File: src/rtl/sbus_frame_ctrl.sv
// S.BUS frame sequencer: syncs on header after an idle gap, assembles 25-byte frames, commits good ones to a channel shadow.
// Latency: frame_valid/shadow/flags one clock after the footer strobe; ch_data one clock after ch_sel.
// Backpressure: none, every rx_valid strobe is consumed; define SBUS2_FOOTER_EN to accept S.BUS2 footers and add sbus2_slot.
module sbus_frame_ctrl #(
    parameter int GAP_CYCLES   = 25000,
    parameter int BYTE_TIMEOUT = 12500,
    parameter int LOST_CYCLES  = 5000000,
    parameter int CNT_W        = 23
) (
    input  logic        clk,
    input  logic        resetn,
    input  logic        rx_valid,
    input  logic [7:0]  rx_data,
    input  logic        rx_pe,
    input  logic        rx_fe,
    output logic        rx_en,
    input  logic [3:0]  ch_sel,
    output logic [10:0] ch_data,
    output logic        ch17,
    output logic        ch18,
    output logic        failsafe,
    output logic        frame_lost,
    output logic        frame_valid,
    output logic        link_lost,
    output logic [7:0]  err_cnt
`ifdef SBUS2_FOOTER_EN
    ,
    output logic [1:0]  sbus2_slot
`endif
);

    localparam logic [CNT_W-1:0] GAP_LAST  = CNT_W'(GAP_CYCLES - 1);
    localparam logic [CNT_W-1:0] BYTE_LAST = CNT_W'(BYTE_TIMEOUT - 1);
    localparam logic [CNT_W-1:0] LOST_LAST = CNT_W'(LOST_CYCLES - 1);
    localparam logic [CNT_W-1:0] CNT_ONE   = CNT_W'(1);

    typedef enum logic [2:0] {S_GAP, S_HDR, S_DATA, S_FLAGS, S_FOOTER} state_t;

    state_t             state, state_nxt;
    logic [CNT_W-1:0]   tmr, tmr_nxt;
    logic [CNT_W-1:0]   loss_tmr;
    logic [4:0]         idx, idx_nxt;
    logic [175:0]       asm_vec;
    logic [3:0]         asm_flags;
    logic [175:0]       shadow;
    logic [7:0]         asm_base;
    logic [7:0]         ch_base;
    logic               rx_err;
    logic               footer_ok;
    logic               store_en;
    logic               flags_en;
    logic               commit;
    logic               drop;

    assign rx_err   = rx_pe | rx_fe;
    assign asm_base = {idx, 3'b000};
    assign ch_base  = 8'(ch_sel) * 8'd11;

`ifdef SBUS2_FOOTER_EN
    assign footer_ok = (rx_data == 8'h00) || ((rx_data[7:6] == 2'b00) && (rx_data[3:0] == 4'h4));
`else
    assign footer_ok = (rx_data == 8'h00);
`endif

    always_ff @(posedge clk or negedge resetn) begin
        if (!resetn) begin
            state <= S_GAP;
            tmr   <= '0;
            idx   <= '0;
        end else begin
            state <= state_nxt;
            tmr   <= tmr_nxt;
            idx   <= idx_nxt;
        end
    end

    // One timer serves as the gap timer in GAP and the byte timer inside a frame.
    always_comb begin
        state_nxt = state;
        tmr_nxt   = tmr;
        idx_nxt   = idx;
        store_en  = 1'b0;
        flags_en  = 1'b0;
        commit    = 1'b0;
        drop      = 1'b0;
        case (state)
            S_GAP: begin
                if (rx_valid) begin
                    tmr_nxt = '0;
                end else if (tmr == GAP_LAST) begin
                    state_nxt = S_HDR;
                    tmr_nxt   = '0;
                end else begin
                    tmr_nxt = tmr + CNT_ONE;
                end
            end
            S_HDR: begin
                if (rx_valid) begin
                    tmr_nxt = '0;
                    if (rx_data == 8'h0F && !rx_err) begin
                        state_nxt = S_DATA;
                        idx_nxt   = '0;
                    end else begin
                        state_nxt = S_GAP;
                        drop      = 1'b1;
                    end
                end
            end
            default: begin
                if (rx_valid) begin
                    tmr_nxt = '0;
                    if (rx_err) begin
                        state_nxt = S_GAP;
                        drop      = 1'b1;
                    end else if (state == S_DATA) begin
                        store_en = 1'b1;
                        if (idx == 5'd21) begin
                            state_nxt = S_FLAGS;
                        end else begin
                            idx_nxt = idx + 5'd1;
                        end
                    end else if (state == S_FLAGS) begin
                        flags_en  = 1'b1;
                        state_nxt = S_FOOTER;
                    end else begin
                        state_nxt = S_GAP;
                        commit    = footer_ok;
                        drop      = !footer_ok;
                    end
                end else if (tmr == BYTE_LAST) begin
                    state_nxt = S_GAP;
                    tmr_nxt   = '0;
                    drop      = 1'b1;
                end else begin
                    tmr_nxt = tmr + CNT_ONE;
                end
            end
        endcase
    end

    always_ff @(posedge clk or negedge resetn) begin
        if (!resetn) begin
            rx_en       <= 1'b0;
            asm_vec     <= '0;
            asm_flags   <= '0;
            shadow      <= '0;
            ch_data     <= '0;
            ch17        <= 1'b0;
            ch18        <= 1'b0;
            failsafe    <= 1'b0;
            frame_lost  <= 1'b0;
            frame_valid <= 1'b0;
            err_cnt     <= '0;
            loss_tmr    <= '0;
            link_lost   <= 1'b1;
        end else begin
            rx_en       <= 1'b1;
            frame_valid <= commit;
            ch_data     <= shadow[ch_base +: 11];
            if (store_en) begin
                asm_vec[asm_base +: 8] <= rx_data;
            end
            if (flags_en) begin
                asm_flags <= rx_data[3:0];
            end
            if (commit) begin
                shadow     <= asm_vec;
                ch17       <= asm_flags[0];
                ch18       <= asm_flags[1];
                frame_lost <= asm_flags[2];
                failsafe   <= asm_flags[3];
            end
            if (drop && err_cnt != 8'hFF) begin
                err_cnt <= err_cnt + 8'd1;
            end
            // Loss timer parks at its last value so link_lost stays up until the next commit.
            if (commit) begin
                loss_tmr  <= '0;
                link_lost <= 1'b0;
            end else if (loss_tmr == LOST_LAST) begin
                link_lost <= 1'b1;
            end else begin
                loss_tmr <= loss_tmr + CNT_ONE;
            end
        end
    end

`ifdef SBUS2_FOOTER_EN
    always_ff @(posedge clk or negedge resetn) begin
        if (!resetn) begin
            sbus2_slot <= 2'b00;
        end else if (commit) begin
            sbus2_slot <= rx_data[5:4];
        end
    end
`endif

endmodule

File: config.mk
export PLATFORM = sky130hd
export DESIGN_NAME = sbus_frame_ctrl
export DESIGN_NICKNAME = d
export VERILOG_FILES = /design/src/rtl/sbus_frame_ctrl.sv
export SDC_FILE = /design/constraint.sdc
export NUM_CORES = 1
export LEC_CHECK = 0
export ABC_AREA = 1
export CAP_MARGIN = 20
export CORE_UTILIZATION = 25
export DETAILED_ROUTE_END_ITERATION = 8
export DONT_BUFFER_PORTS = 1
export SLEW_MARGIN = 15
export SYNTH_ARGS = -nofsm -noshare
export SYNTH_HDL_FRONTEND = slang
export SYNTH_SLANG_ARGS = --single-unit
File: constraint.sdc
create_clock -name clk -period 4.7 [get_ports clk]
set_clock_uncertainty 0.15 [all_clocks]
set_input_delay 0.94 -clock clk [delete_from_list [all_inputs] [get_ports clk]]
set_output_delay 0.94 -clock clk [all_outputs]
set_load 0.01 [all_outputs]
==> results.cfg, run 1 <==
[power_and_ir_drop]
comb_power_share_pct = 8.9
p_sw_mw = 2.29
power_frac_clock_pct = 45.0
p_int_mw = 6.28
switching_share_pct = 26.7
pwr-share-seq_pct = 46.1
power_leakage_nw = 10.6
power_density_nw_per_um2 = 384
vdd_drop_max_mv = 0.234

[die]
core_sq_um = 77600
initial_core_util_pct = 25.3
core.rowCount = 102
fp.dieH_microns = 282
dieWidth_microns = 282
num_io_pins = 43
die-area_sq_um = 79600

[clocking]
clockBufferDepth = 3
clk_latency_ns = 0.61
cts_resized = 0
cts_root_buf = clkbuf_16
cts_made_buffers = 45
cts_max_level = 2
cts.sinks = 436
path_clk_slew_ns = 0.07
cts_setup_buffers = 0
cts_tree = yes

[final_layout]
drive_gt1_share_pct = 4.76
fin_cells = 3371
antenna_cells = 0
area_growth_pct = 13.7
nets = 2322
fin_area_sq_um = 22300
utilization_pct = 28.8

[synthesis]
netlist_area_sq_um = 19600
synth.most_common_cell = nand2_1
avgSynthCellArea_sq_um = 8.37
yosysSeqAreaShare_pct = 55.6
synth_top_cell_by_area = dfrtp_1
synth_common_cells = 788 x nand2_1, 435 x dfrtp_1, 288 x o21ai_0, 178 x inv_1, 128 x nor2_1
synth_ff_type = dfrtp_1
synth_edf_count = 0
synth.area.top_cells = dfrtp_1 55%, nand2_1 15%, o21ai_0 7.3%
synthCells = 2344
synth-async-reset-ratio_pct = 100
synth_nets = 2369
ys_seq_elements = 436
yosysWarnings = 0
synth_top_area_share_pct = 55.5
synth_cell_types = 34

[route]
drc_errors = 0
antenna_left = 0
dr.pass1.iters = 5
avgViaCountPerCell = 4.64
drt_iter0_drc = 1585
wl_per_cell_microns = 16.8
vias = 15635
routed_wl_mm = 56.8

[sta]
rsz0062_at_grt = no
final_max_slew_viol_count = 145
final-hold-violation-count = 0
fin_crit_ns = 3.18
fin_tns_setup_ns = 0
setup_viol = 0
worstMarginPinSlew_ns = 1.66
max_freq_mhz = 315
finalCritPeriodShare_pct = 67.6
relSlewSlack_pct = -11.0
layout_setup_ws_ns = 1.52

[critical_path]
rrSetupSlack_ns = 1.52
arrival_ns = 3.49
slowest_stage = nand2_1
crit_type = reg -> reg
crit_path_max_incr_delay_ns = 0.47
crit_family = simple AND/OR/NAND/NOR gates
cp_max_fo = 16
crit_path_cell_trace = inv_1, ha_1, nand4_2, buf_4, nand2_1, inv_1, nor2_2, nand2_1, o21ai_0
critPathCaptureType = flop
path_buf_inv = 3
required_ns = 5.01
start_kind = flop

[place]
port_buffers = 0
dpl.cell_count = 3287
dpl.hpwl_mm = 36.4
post_dp_cell_area_sq_um = 20600
dpl_worst_slack_ns = 1.42
gp_congestion = 0.869

[run]
max_cap_viol_count = 0

[global_route]
grt_pass1_vias = 14593
grt_max_degree = 437
grt-ovfl-total = 0
antenna_found_initial = 1
grt_pass1_wl_mm = 88.0
grtUsageTotal_pct = 14.2

[status]
violations = slew limit
run_status = finished, violations left

[min_path]
hold_path.class = in -> async
[flip-flops by register name, summed over array words and instances, names as in the netlist, 3 cells and up]
register   flops
idx            5
asm_flags      4
loss_tmr      23
shadow       176
tmr           23
asm_vec      176
state          3
ch_data       11
err_cnt        8
[layout make-up]
class / instances / area [sq um]
Clock buffer: 67 / 1400
Clock inverter: 14 / 231
Fill cell: 8309 / 55300
Inverter: 182 / 688
Multi-Input combinational cell: 1615 / 7600
Sequential cell: 436 / 10900
Tap cell: 1040 / 1300
Timing Repair Buffer: 17 / 180
[worst paths after layout]
check | startpoint | to | depth (start not counted)
max reg2reg | idx[0] | asm_vec[175] | 9
min reg2reg | asm_vec[90] | shadow[90] | 2
min | resetn | loss_tmr[15] | 0
min in group clk | asm_vec[90] | shadow[90] | 2
max in group asynchronous | resetn | shadow[41] | 0
max | idx[0] | asm_vec[175] | 9
[worst register-to-register path, stage by stage, from the launching register on]
cell,delay [ns]
dfrtp_1,0.37
inv_1,0.40
ha_1,0.35
nand4_2,0.12
buf_4,0.21
nand2_1,0.22
inv_1,0.11
nor2_2,0.27
nand2_1,0.47
o21ai_0,0.36
[routing by layer]
metal / up-vias / track usage, % / share of wire [%]
met3: 71 / 2.57 / 7.0
li1: 7519 / - / -
met2: 453 / 21.4 / 44
met4: 0 / 3.72 / 2.1
met1: 7592 / 20.7 / 47
met5: - / 0 / 0
[cells by family after synthesis]
kind of cell	after synthesis	synth area share, %
AND/OR/NAND/NOR	1103	22.8
AO/OA/AOI/OAI	430	11.8
other	1	0.0191
XOR/XNOR	29	1.33
buffers and inverters	293	5.67
adder cells (fa/ha/maj)	8	0.510
flip-flops	436	55.6
multiplexers	44	2.25
[cell usage in the layout (no fill, tap or decap), types with 4 or more instances in the layout]
cell type	instances
a21oi_1	80
o21ai_0	288
mux2i_1	44
nand4_1	48
inv_1	177
clkbuf_8	19
nor2_2	4
xor2_1	25
dfrtp_1	435
buf_12	4
ha_1	8
o211ai_1	54
nand3_1	97
nand2_1	787
nor3_1	28
clkbuf_16	45
nor2_1	128
buf_4	12
[through the flow]
stage               power [mW]  hold WS (ns)
detailed placement        4.76         0.301
floorplan                 4.54         0.292
global route              8.87        0.0128
finish                    8.57        0.0510
CTS                       8.63       -0.0611
global placement          4.75         0.299
[power groups by stage]
stage | combinational (mW) | clock (mW) | sequential, mW
floorplan | 0.563 | 0 | 3.98
global placement | 0.736 | 0 | 4.02
detailed placement | 0.744 | 0 | 4.01
CTS | 0.745 | 3.94 | 3.95
global route | 0.843 | 4.07 | 3.96
finish | 0.765 | 3.86 | 3.95
No activity file was read; power rests on OpenSTA's default activity.
==> run 2, diff against run 1 <==
clock period = 3 ns   (was 4.7 ns; I/O delays follow)
==> results.cfg, run 2 (same netlist as run 1, synthesis figures left out) <==
[sta]
rsz0062_at_grt = no
final-hold-violation-count = 435
worstMarginPinSlew_ns = 1.50
layout_setup_ws_ns = 0.433
max_freq_mhz = 390
setup_viol = 0
finalCritPeriodShare_pct = 85.6
final_max_slew_viol_count = 9
relSlewSlack_pct = -0.0802
fin_tns_setup_ns = 0
fin_crit_ns = 2.57
hold_ws_ns = -0.350

[route]
drt_iter0_drc = 1506
avgViaCountPerCell = 4.59
wl_per_cell_microns = 16.8
drc_errors = 0
antenna_left = 0
dr.pass1.iters = 6
vias = 15670
routed_wl_mm = 57.2

[power_and_ir_drop]
comb_power_share_pct = 9.2
vdd_drop_max_mv = 0.429
power_frac_clock_pct = 44.4
p_sw_mw = 3.57
power_leakage_nw = 10.7
power_density_nw_per_um2 = 592
pwr-share-seq_pct = 46.4
switching_share_pct = 26.8
p_int_mw = 9.76

[global_route]
grt_pass1_vias = 14809
met3_usage_pct = 3.44
top_usage_layer = met2
met2_usage_pct = 21.7
grt_pass1_wl_mm = 89.2
grt-ovfl-total = 0
grt_max_degree = 437
grtUsageTotal_pct = 14.5
use_met1_pct = 20.6
antenna_found_initial = 2

[die]
num_io_pins = 43
core.rowCount = 102
core_sq_um = 77600
die-area_sq_um = 79600
fp.dieH_microns = 282
dieWidth_microns = 282
initial_core_util_pct = 25.3

[critical_path]
start_kind = flop
crit_path_cell_trace = inv_1, ha_1, xnor2_2, buf_4, nand2_1, nor2_1, nand2_1, nand2_1, o21ai_0
slowest_stage = dfrtp_1
crit_path_max_incr_delay_ns = 0.44
path_common_cell = nand2_1
crit_family = simple AND/OR/NAND/NOR gates
path_buf_inv = 2
arrival_ns = 2.86
critPathCaptureType = flop
required_ns = 3.30
cp_max_fo = 17
crit_type = reg -> reg

[clocking]
clockBufferDepth = 3
cts_setup_buffers = 0
hold_buffers = 1
cts_made_buffers = 47
clk_latency_ns = 0.60
cts.sinks = 436
cts_max_level = 2
cts_root_buf = clkbuf_16
path_clk_slew_ns = 0.06
cts_resized = 0
cts_tree = yes

[final_layout]
area_growth_pct = 14.7
layout_commonest_cell = nand2_1
mostFrequentLayoutCells = 787 x nand2_1, 435 x dfrtp_1, 288 x o21ai_0
nets = 2357
reg_top3 = asm_vec (176), shadow (176)
nFillCells = 8394
drive_gt1_share_pct = 5.99

[status]
run_status = finished, violations left
violations = hold timing, slew limit

[place]
port_buffers = 0
dpl_worst_slack_ns = 0.383
dpl.hpwl_mm = 37.8
gp_congestion = 0.893

[min_path]
hold_path.class = in -> async

[run]
max_cap_viol_count = 0
==> run 2: cell type report <==
cell class	count	area, sq um	share of cell area [%]
clock buffer	64	1300	5.78
tap	1040	1300	5.78
clock inverter	23	255	1.13
antenna	1	2.50	0.0111
sequential	436	10900	48.5
multi-input combinational	1615	7600	33.8
timing repair buffer	50	440	1.96
inverter	182	688	3.06
==> run 2: power groups by stage <==
stage | logic [mW] | registers (mW) | clock network, mW
after global routing | 1.35 | 6.20 | 6.29
after global placement | 1.20 | 6.29 | 0
final | 1.23 | 6.18 | 5.92
after detailed placement | 1.21 | 6.29 | 0
after CTS | 1.22 | 6.18 | 6.07
after floorplan | 0.883 | 6.23 | 0
==> run 2: final timing paths <==
kind	startpoint	endpoint	slack (ns)	depth (start not counted)
max reg2reg	idx[1]	asm_vec[11]	0.43	9
min reg2reg	asm_vec[133]	shadow[133]	0.31	2
max	idx[1]	asm_vec[11]	0.43	9
max in group asynchronous	resetn	shadow[126]	1.94	0
min	resetn	frame_valid	-0.35	0
min in group clk	rx_data[7]	asm_vec[39]	0.04	2
==> run 2: worst reg2reg max path, stage by stage, from the launching register on <==
cell,delay (ns)
dfrtp_1,0.44
inv_1,0.10
ha_1,0.26
xnor2_2,0.21
buf_4,0.29
nand2_1,0.11
nor2_1,0.13
nand2_1,0.43
nand2_1,0.20
o21ai_0,0.11
==> run 2: per-layer routing <==
metal	part of all wire (%)	wire length [microns]	vias to the layer above
met4	2.2	1250	0
met3	7.5	4270	79
li1	-	-	7600
met2	44	25000	437
met5	0	0	-
met1	47	26700	7554
==> run 2: per-stage QoR <==
step | cell area, sq um | util, % | cells | power, mW
after global placement | 20900 | 27.0 | 3322 | 7.48
final | 22500 | 29.0 | 3411 | 13.3
after global routing | 22500 | 29.0 | 3410 | 13.8
after floorplan | 19600 | - | 2344 | 7.12
after detailed placement | 20900 | 27.0 | 3322 | 7.50
after CTS | 22500 | 29.0 | 3410 | 13.5
==> run 3, diff against run 2 <==
CTS_CLUSTER_SIZE = 28   (was default)
==> results of run 3 <==
The final DEF is identical to that of run 2; final timing and power are the same.
